`config.mk`:
```
export PLATFORM = sky130hd
export DESIGN_NAME = conv2d_stream
export DESIGN_NICKNAME = d
export VERILOG_FILES = /design/src/rtl/conv2d_stream.sv
export SDC_FILE = /design/constraint.sdc
export NUM_CORES = 2
export LEC_CHECK = 0
export CORE_ASPECT_RATIO = 1.1
export CORE_UTILIZATION = 50
export DETAILED_ROUTE_END_ITERATION = 10
export PLACE_DENSITY = 0.67
export SYNTH_ARGS = -nofsm -noshare
export SYNTH_HDL_FRONTEND = slang
export SYNTH_SLANG_ARGS = --single-unit
```
`constraint.sdc`:
```
create_clock -name clk -period 10.1 [get_ports clk]
set_clock_uncertainty 0.1 [all_clocks]
set_input_delay 2.02 -clock clk [delete_from_list [all_inputs] [get_ports clk]]
set_output_delay 2.02 -clock clk [all_outputs]
set_load 0.02 [all_outputs]
```
`src/rtl/conv2d_stream.sv`:
```
// Streaming KxK convolution over a raster pixel stream.
// Line buffers plus a column shift register form the window; the MAC is one register stage.
module conv2d_stream #(
  parameter int IMAGE_WIDTH  = 5,
  parameter int IMAGE_HEIGHT = 5,
  parameter int FILTER_SIZE  = 3,
  parameter int STRIDE       = 1,
  parameter int DATA_W       = 8,
  parameter int COEF_W       = 8,
  parameter int ACC_W        = 20
) (
  input  logic                                          clk,
  input  logic                                          rst,
  input  logic                                          start,
  input  logic [FILTER_SIZE*FILTER_SIZE*COEF_W-1:0]     filter,
  input  logic [DATA_W-1:0]                             pix_in,
  input  logic                                          pix_valid,
  output logic                                          pix_ready,
  output logic [ACC_W-1:0]                              res_out,
  output logic                                          res_valid,
  input  logic                                          res_ready,
  output logic                                          busy,
  output logic                                          done,
  output logic [$clog2(IMAGE_HEIGHT)-1:0]               row_count,
  output logic [$clog2(IMAGE_WIDTH)-1:0]                col_count
);

  localparam int K   = FILTER_SIZE;
  localparam int CW  = $clog2(IMAGE_WIDTH);
  localparam int RW  = $clog2(IMAGE_HEIGHT);
  localparam int PHW = (STRIDE > 1) ? $clog2(STRIDE) : 1;

  localparam logic [CW-1:0]  COL_LAST = CW'(IMAGE_WIDTH - 1);
  localparam logic [RW-1:0]  ROW_LAST = RW'(IMAGE_HEIGHT - 1);
  localparam logic [CW-1:0]  COL_K1   = CW'(K - 1);
  localparam logic [RW-1:0]  ROW_K1   = RW'(K - 1);
  localparam logic [PHW-1:0] PH_LAST  = PHW'(STRIDE - 1);

  typedef enum logic [1:0] {
    IDLE,
    RUN,
    FLUSH,
    DONE
  } state_t;

  state_t state, state_n;

  logic [K*K*COEF_W-1:0] filt_q;
  logic [DATA_W-1:0]     lb  [K-1][IMAGE_WIDTH];
  logic [DATA_W-1:0]     win [K][K-1];
  logic [DATA_W-1:0]     wf  [K][K];
  logic signed [ACC_W-1:0] sum;

  logic [PHW-1:0] row_ph, col_ph;
  logic accept, hit;
  logic col_last, row_last, last_pix;
  logic col_ge, row_ge;

  assign col_last = (col_count == COL_LAST);
  assign row_last = (row_count == ROW_LAST);
  assign last_pix = col_last && row_last;
  assign col_ge   = (col_count >= COL_K1);
  assign row_ge   = (row_count >= ROW_K1);

  assign pix_ready = (state == RUN) && (!res_valid || res_ready);
  assign accept    = pix_valid && pix_ready;
  assign hit       = accept && row_ge && col_ge &&
                     (row_ph == '0) && (col_ph == '0);

  assign busy = (state == RUN) || (state == FLUSH);
  assign done = (state == DONE);

  always_ff @(posedge clk) begin
    if (rst) state <= IDLE;
    else     state <= state_n;
  end

  always_comb begin
    state_n = state;
    unique case (state)
      IDLE:  if (start) state_n = RUN;
      RUN:   if (accept && last_pix) state_n = FLUSH;
      FLUSH: if (!res_valid || res_ready) state_n = DONE;
      DONE:  state_n = IDLE;
      default: state_n = IDLE;
    endcase
  end

  // Phases track (pos-(K-1)) mod STRIDE; they sit at 0 until pos reaches K-1.
  always_ff @(posedge clk) begin
    if (rst) begin
      row_count <= '0;
      col_count <= '0;
      row_ph    <= '0;
      col_ph    <= '0;
    end else if (state == IDLE && start) begin
      row_count <= '0;
      col_count <= '0;
      row_ph    <= '0;
      col_ph    <= '0;
    end else if (accept) begin
      if (col_last) begin
        col_count <= '0;
        col_ph    <= '0;
        if (row_last) begin
          row_count <= '0;
          row_ph    <= '0;
        end else begin
          row_count <= row_count + 1'b1;
          if (!row_ge || row_ph == PH_LAST) row_ph <= '0;
          else                              row_ph <= row_ph + 1'b1;
        end
      end else begin
        col_count <= col_count + 1'b1;
        if (!col_ge || col_ph == PH_LAST) col_ph <= '0;
        else                              col_ph <= col_ph + 1'b1;
      end
    end
  end

  always_ff @(posedge clk) begin
    if (state == IDLE && start) filt_q <= filter;
  end

  always_comb begin
    for (int i = 0; i < K; i++) begin
      for (int j = 0; j < K - 1; j++) begin
        wf[i][j] = win[i][j];
      end
    end
    for (int i = 0; i < K - 1; i++) begin
      wf[i][K-1] = lb[i][col_count];
    end
    wf[K-1][K-1] = pix_in;
  end

  // Wrapping ACC_W arithmetic yields the same LSBs as full precision.
  always_comb begin
    sum = '0;
    for (int i = 0; i < K; i++) begin
      for (int j = 0; j < K; j++) begin
        sum = sum +
          ACC_W'($signed({1'b0, wf[i][j]})) *
          ACC_W'($signed(filt_q[(i*K+j)*COEF_W +: COEF_W]));
      end
    end
  end

  always_ff @(posedge clk) begin
    if (accept) begin
      for (int i = 0; i < K; i++) begin
        for (int j = 0; j < K - 2; j++) begin
          win[i][j] <= win[i][j+1];
        end
        win[i][K-2] <= wf[i][K-1];
      end
      for (int i = 0; i < K - 2; i++) begin
        lb[i][col_count] <= lb[i+1][col_count];
      end
      lb[K-2][col_count] <= pix_in;
    end
  end

  always_ff @(posedge clk) begin
    if (rst) begin
      res_valid <= 1'b0;
      res_out   <= '0;
    end else if (hit) begin
      res_valid <= 1'b1;
      res_out   <= sum;
    end else if (res_ready) begin
      res_valid <= 1'b0;
    end
  end

endmodule

```
Word level (Yosys, flattened, before mapping). Memories as Yosys holds them, arrays and structs flattened. Index checks and enable logic that the tools add are counted.

Add/subtract/negate cells: 12. $mul: 9. Magnitude comparators: 4. Equal/unequal tests: 8. Muxes and demuxes: 23. Bitwise gates (word level): 3. Reduce and logical (&&, ||, !) cells: 22.

Operator list (count): 9-bit by 8-bit multiplier with 17-bit output (9); 20-bit by 17-bit adder with 20-bit output (5); 8-bit binary-select mux with 3-bit select (2); 40-bit two-way mux (1); 8-bit two-way mux (5); 8-bit demux with 3-bit select (1); 19-bit by 17-bit adder with 20-bit output (1); 18-bit by 17-bit adder with 19-bit output (1); 17-bit by 17-bit adder with 18-bit output (1); 1-bit logical AND (10); 1-bit two-way mux (8); 2-bit case mux with 4 select lines (1); 3-bit by 1-bit adder with 3-bit output, second input constant (2); 3-bit == test, second input constant (2); 3-bit by 2-bit greater-or-equal comparator with 1-bit output, second input constant (2); 2-bit two-way mux (3); 3-bit two-way mux (2); 2-bit == test, second input constant (2); 4-bit greater-or-equal comparator, second input constant (1); 1-bit logical OR (4); 4-bit by 1-bit < comparator with 1-bit output, second input constant (1); 2-bit by 1-bit inequality test with 1-bit output, second input constant (2); 3-bit NOT with 4-bit output (1); 1-bit zero test (3); other kinds (9) (11).

Bits in registers: 103. Bits in writable memories: 128. Bits of input ports: 85. Output and inout port bits: 30. Word-level logic and storage cells: 91. Memories: 2.

Memories: lb (depth 2, bits a word 40, rd ports 2, clocked after memory_dff 0, wr ports 2, line 49) `logic [DATA_W-1:0] lb [K-1][IMAGE_WIDTH];`; win (depth 3, bits a word 16, rd ports 3, clocked after memory_dff 0, wr ports 3, line 50) `logic [DATA_W-1:0] win [K][K-1];`.

Depth between registers and ports, before layout.
Depth after elaboration: 12. Gate-level depth with buffers: 33. Mapped depth without buffers: 30.

Worst setup path before layout. No wires, ideal clock.

Path kind: input to register. Start point: input pix_in[3]. End point: register res_out[19]. Library setup time: 0.091 ns. Arrival time: 8.867 ns. Data required time: 9.909 ns. Setup slack: 1.042 ns. Cell stages on the path: 23. Path buffers: 0. Path through: and2_1 > fa_1 > inv_1 > fa_1 > inv_1 > fa_1 > fa_1 > fa_1 > inv_1 > fa_1 > fa_1 > inv_1 > fa_1 > fa_1 > inv_1 > fa_1 > inv_1 > ha_1 > or3_1 > o211ai_1 > a211oi_1 > or4_1 > a311oi_1.

Cells in the longest elaborated chain, start to end: 2.

RTL lines: start, declared (line 16) `input logic [DATA_W-1:0] pix_in,`; 9-bit by 8-bit multiplier with 17-bit output (line 143) `ACC_W'($signed({1'b0, wf[i][j]})) *`; 20-bit by 17-bit adder with 20-bit output (line 142) `sum = sum +`; end signal, assigned (line 170) `res_out <= sum;`; end, declared (line 19) `output logic [ACC_W-1:0] res_out,`.

No other way between the ends. A chain may end at the register's enable or synchronous reset.

Final worst setup path.
Start point: register col_count[1]. End point: register res_out[19].

Cells in the longest elaborated chain, start to end: 12. Elaborated cells on any way between the ends: 20. Those cells by class: add/sub: 7; mul: 2; order compare: 1; mux: 6; bitwise: 1; reduce/logical: 3.

RTL lines: start, declared (line 25) `output logic [$clog2(IMAGE_WIDTH)-1:0] col_count`; start signal, assigned (line 114) `col_count <= col_count + 1'b1;`; 3-bit NOT with 4-bit output (not written as such) (line 132) `wf[i][K-1] = lb[i][col_count];`; 8-bit binary-select mux with 3-bit select (line 132); 8-bit two-way mux (not written as such) (2 in series) (line 132); 9-bit by 8-bit multiplier with 17-bit output (line 143); 18-bit by 17-bit adder with 19-bit output (line 142); 19-bit by 17-bit adder with 20-bit output (line 142); 20-bit by 17-bit adder with 20-bit output (5 in series) (line 142).

Parallel ways exist; a longest one is shown, timed or not. The select of a mux whose other input is x is not followed.

==> impl_results.md <==
- Status: complete, but fails checks
- Failing checks: design-rule violations
- Die Span Y: 257 um
- Crit path max-delay family: adder cells
- Cell repeated most along the worst path: fa_1
- Max cap viols: 0
- Worst hold-check path type: register to register
- Req. time, crit path: 10.52 ns
- Post_cts resized: 0
- Reg-to-Reg Start: col_count[1]
- Drt pass-1 iters: 8
- Number of antenna violations at the first check in global routing: 0
- CP startpoint kind: register
- Cell taking the most area after synthesis: fa_1
- Register area: 6630 um^2
- Critical Path, Cell by Cell: mux4_2, a22o_1, buf_4, nand2_1, fa_1, inv_1, fa_1, fa_1, fa_1, inv_1, fa_1, inv_1, fa_1, fa_1, fa_1, fa_1, fa_1, ha_1, nor2b_1, o31a_1, o211ai_1, a211oi_1, or4_1, a311oi_1
- Worst Tran Pin Value: 0.995 ns
- Syn_nets: ~3.7k
- Ys async rst share: 0%
- Layout Nets: 3854
- Multi-input logic area: 19900 um^2
- Largest net degree at the start of global routing: 43
- Drt via density: 5.16
- Final Hold Fails: 0
- Antenna viol nets, final: 0
- Most common cell in the netlist: inv_1
- Post-synth top cells: inv_1 (804), fa_1 (568), ha_1 (304), and2_1 (289), nand2_1 (225)
- Num rows: 93
- Drc violations: 5
- Clock tree sinks: roughly 230
- Top FF cell, synth: edfxtp_1
- Worst-Skew Late Latency: roughly 0.60 ns
- CTS tree: done
- Port Buffers: 114
- Filler instances: 5070
- TritonCTS Buffers: 29
- I/O pins: 115
- Post-Syn Area: between 20000 and 30000 um^2
- Slew HR: between 30% and 40%
- RSZ-0062 raised after global routing: false
- Synth top area share: 38.3%
- Top Layer Used: met4
- Worst setup EP type: register
- Worst hold endpoint: res_out[6]
- CTS Hold Buffers Added: 0
- ANT cells: 0
- Post-CTS Setup Bufs: 0
- Area of the die: 60300 um^2
- Min Clock Period, post-route: 9.59 ns
- Slowest stage delay, CP: 0.93 ns
- Post-Synthesis Cells: between 2k and 3k
- Die Width: 234 um
- R2R cell count: 24
- Total negative setup slack: 0 ns
- CP Max Fanout: 14
- DR WL met3: roughly 3400 um
- Synth Warn #: 0
- Overall routing resource usage: 27.5%
- Synth-to-layout area growth: 11.0%
- Clk slew on worst S/H paths: 0.07 ns
- Share of layout cells above drive strength 1: roughly 4%
- Synth area leaders: fa_1 (38%), edfxtp_1 (20%), ha_1 (13%)
- Vias in the first global route: 21.1k
- Total grt overflow: 0
- DP HPWL: 67700 um
- Critical path class: register to register
- Critical path launch point: col_count[1]
- Clock Path Buffers: 3
- Detailed Route Iter0 Violations: 1290
- Post-synth cell types: 51
- Core area: 58600 um^2
- Worst path slowest cell: dfxtp_1
- Slew Viols, Final: 0
- F_max: 104 MHz
- Worst path bufs/invs: 4
- WL/cell: around 21 um
- Flops & latches, synth: 231
- Initial core utilization: 50.6%
- Hold path depth: 2
- Crit share post-route: a little over nine tenths
- Syn_area_per_cell: 10.8 um^2
- Arrival time at the worst endpoint: about 10 ns
- Worst R2R End: res_out[19]
- Vias: 19.0k
- Met1 WL: approximately 32000 um
- Final Setup Violations: 0
- Worst hold start: res_out[6]
- Met2 WL: a little over 40000 um
- Number of synthesized flops with an enable pin: 200
- CTS Root Cell: clkbuf_16
- Final WL: 79000 um
- First-pass GRT wire length: 122000 um
- R2R Setup Slk: 0.51 ns
- Placer Congestion: 0.974
- H-tree levels: 1
- Register area share after synthesis: 22.3%
## cell usage in the layout, fill, tap and decap left out, types with 4 or more instances in the layout
master	Yosys	routed
a21oi_1	25	25
nor3_1	6	5
xnor2_1	20	20
nor4_2	0	4
inv_1	804	803
fa_1	568	568
and3_1	5	5
or2_2	8	8
and2_1	289	288
nand3_1	6	6
or3_1	4	4
buf_4	0	36
clkbuf_1	18	5
dfxtp_1	31	31
mux4_2	16	16
clkbuf_16	0	30
a22oi_1	5	5
nand2b_1	15	15
a21o_1	4	4
inv_6	0	5
clkdlybuf4s50_1	0	114
a31oi_1	4	4
xor2_1	4	4
clkinvlp_4	0	4
edfxtp_1	200	200
o21ai_0	9	9
clkinv_1	4	5
nor2b_1	47	47
nand2_1	225	225
a22o_1	11	11
nor2_1	51	51
o21a_1	4	4
ha_1	304	304
a211oi_1	7	7
nand3b_1	8	8
## tightest hold or removal path: cells and delay by family, from the launching register on
family	cells	cell delay, ns
compound gates	1	0.05
flops	1	0.31
simple gates	1	0.05
## per-layer routing
metal	vias up	GRT usage, %
met5	-	0
met3	120	2.19
met4	0	9.07
met1	9903	35.7
met2	501	48.4
li1	8479	-
## worst max-delay path by stage
stage	to	slack, ns	cells past startpoint
CTS	res_out[19]	0.53	24
global placement	res_out[19]	0.17	23
detailed placement	res_out[19]	0.05	25
floorplan	res_out[19]	1.04	23
global route	res_out[19]	0.20	25
finish	res_out[19]	0.51	24
## logic make-up (layout without fill, tap and decap cells)
logic type	Yosys count	in the layout	share of synthesized area, %
fa+ha+maj	872	872	51.1
buf+inv	835	1013	10.6
simple gates	676	676	12.0
flops	231	231	22.3
compound gates	87	87	2.00
xor+xnor	24	24	0.709
mux	17	17	1.25
## stage by stage
step                      hold WS [ns]  worst slack (ns)  instance area [um^2]  instances  util (%)
after floorplan                  0.353              1.04                 29700       2742         -
after global placement           0.340             0.167                 32000       3626      54.5
after detailed placement         0.345            0.0548                 32000       3626      54.5
after CTS                        0.353             0.531                 32900       3680      56.1
after global routing             0.375             0.203                 32900       3680      56.1
final                            0.352             0.511                 32900       3680      56.1
## registers in the layout, indices dropped and copies added (netlist names)
register	flops
col_ph	1
row_count	3
win	48
col_count	3
res_out	20
row_ph	1
lb	80
res_valid	1
filt_q	72
state	2
## cell type report
cell class | instances | area share, %
sequential | 231 | 20.1
tap | 760 | 2.89
inverter | 808 | 9.21
timing repair buffer | 151 | 4.35
multi-input combinational | 1676 | 60.5
clock buffer | 37 | 2.42
clock inverter | 17 | 0.490
Power is left out: the tool's default activity adds up to more than one toggle a clock period on the data nets, which glitch-free logic cannot reach.
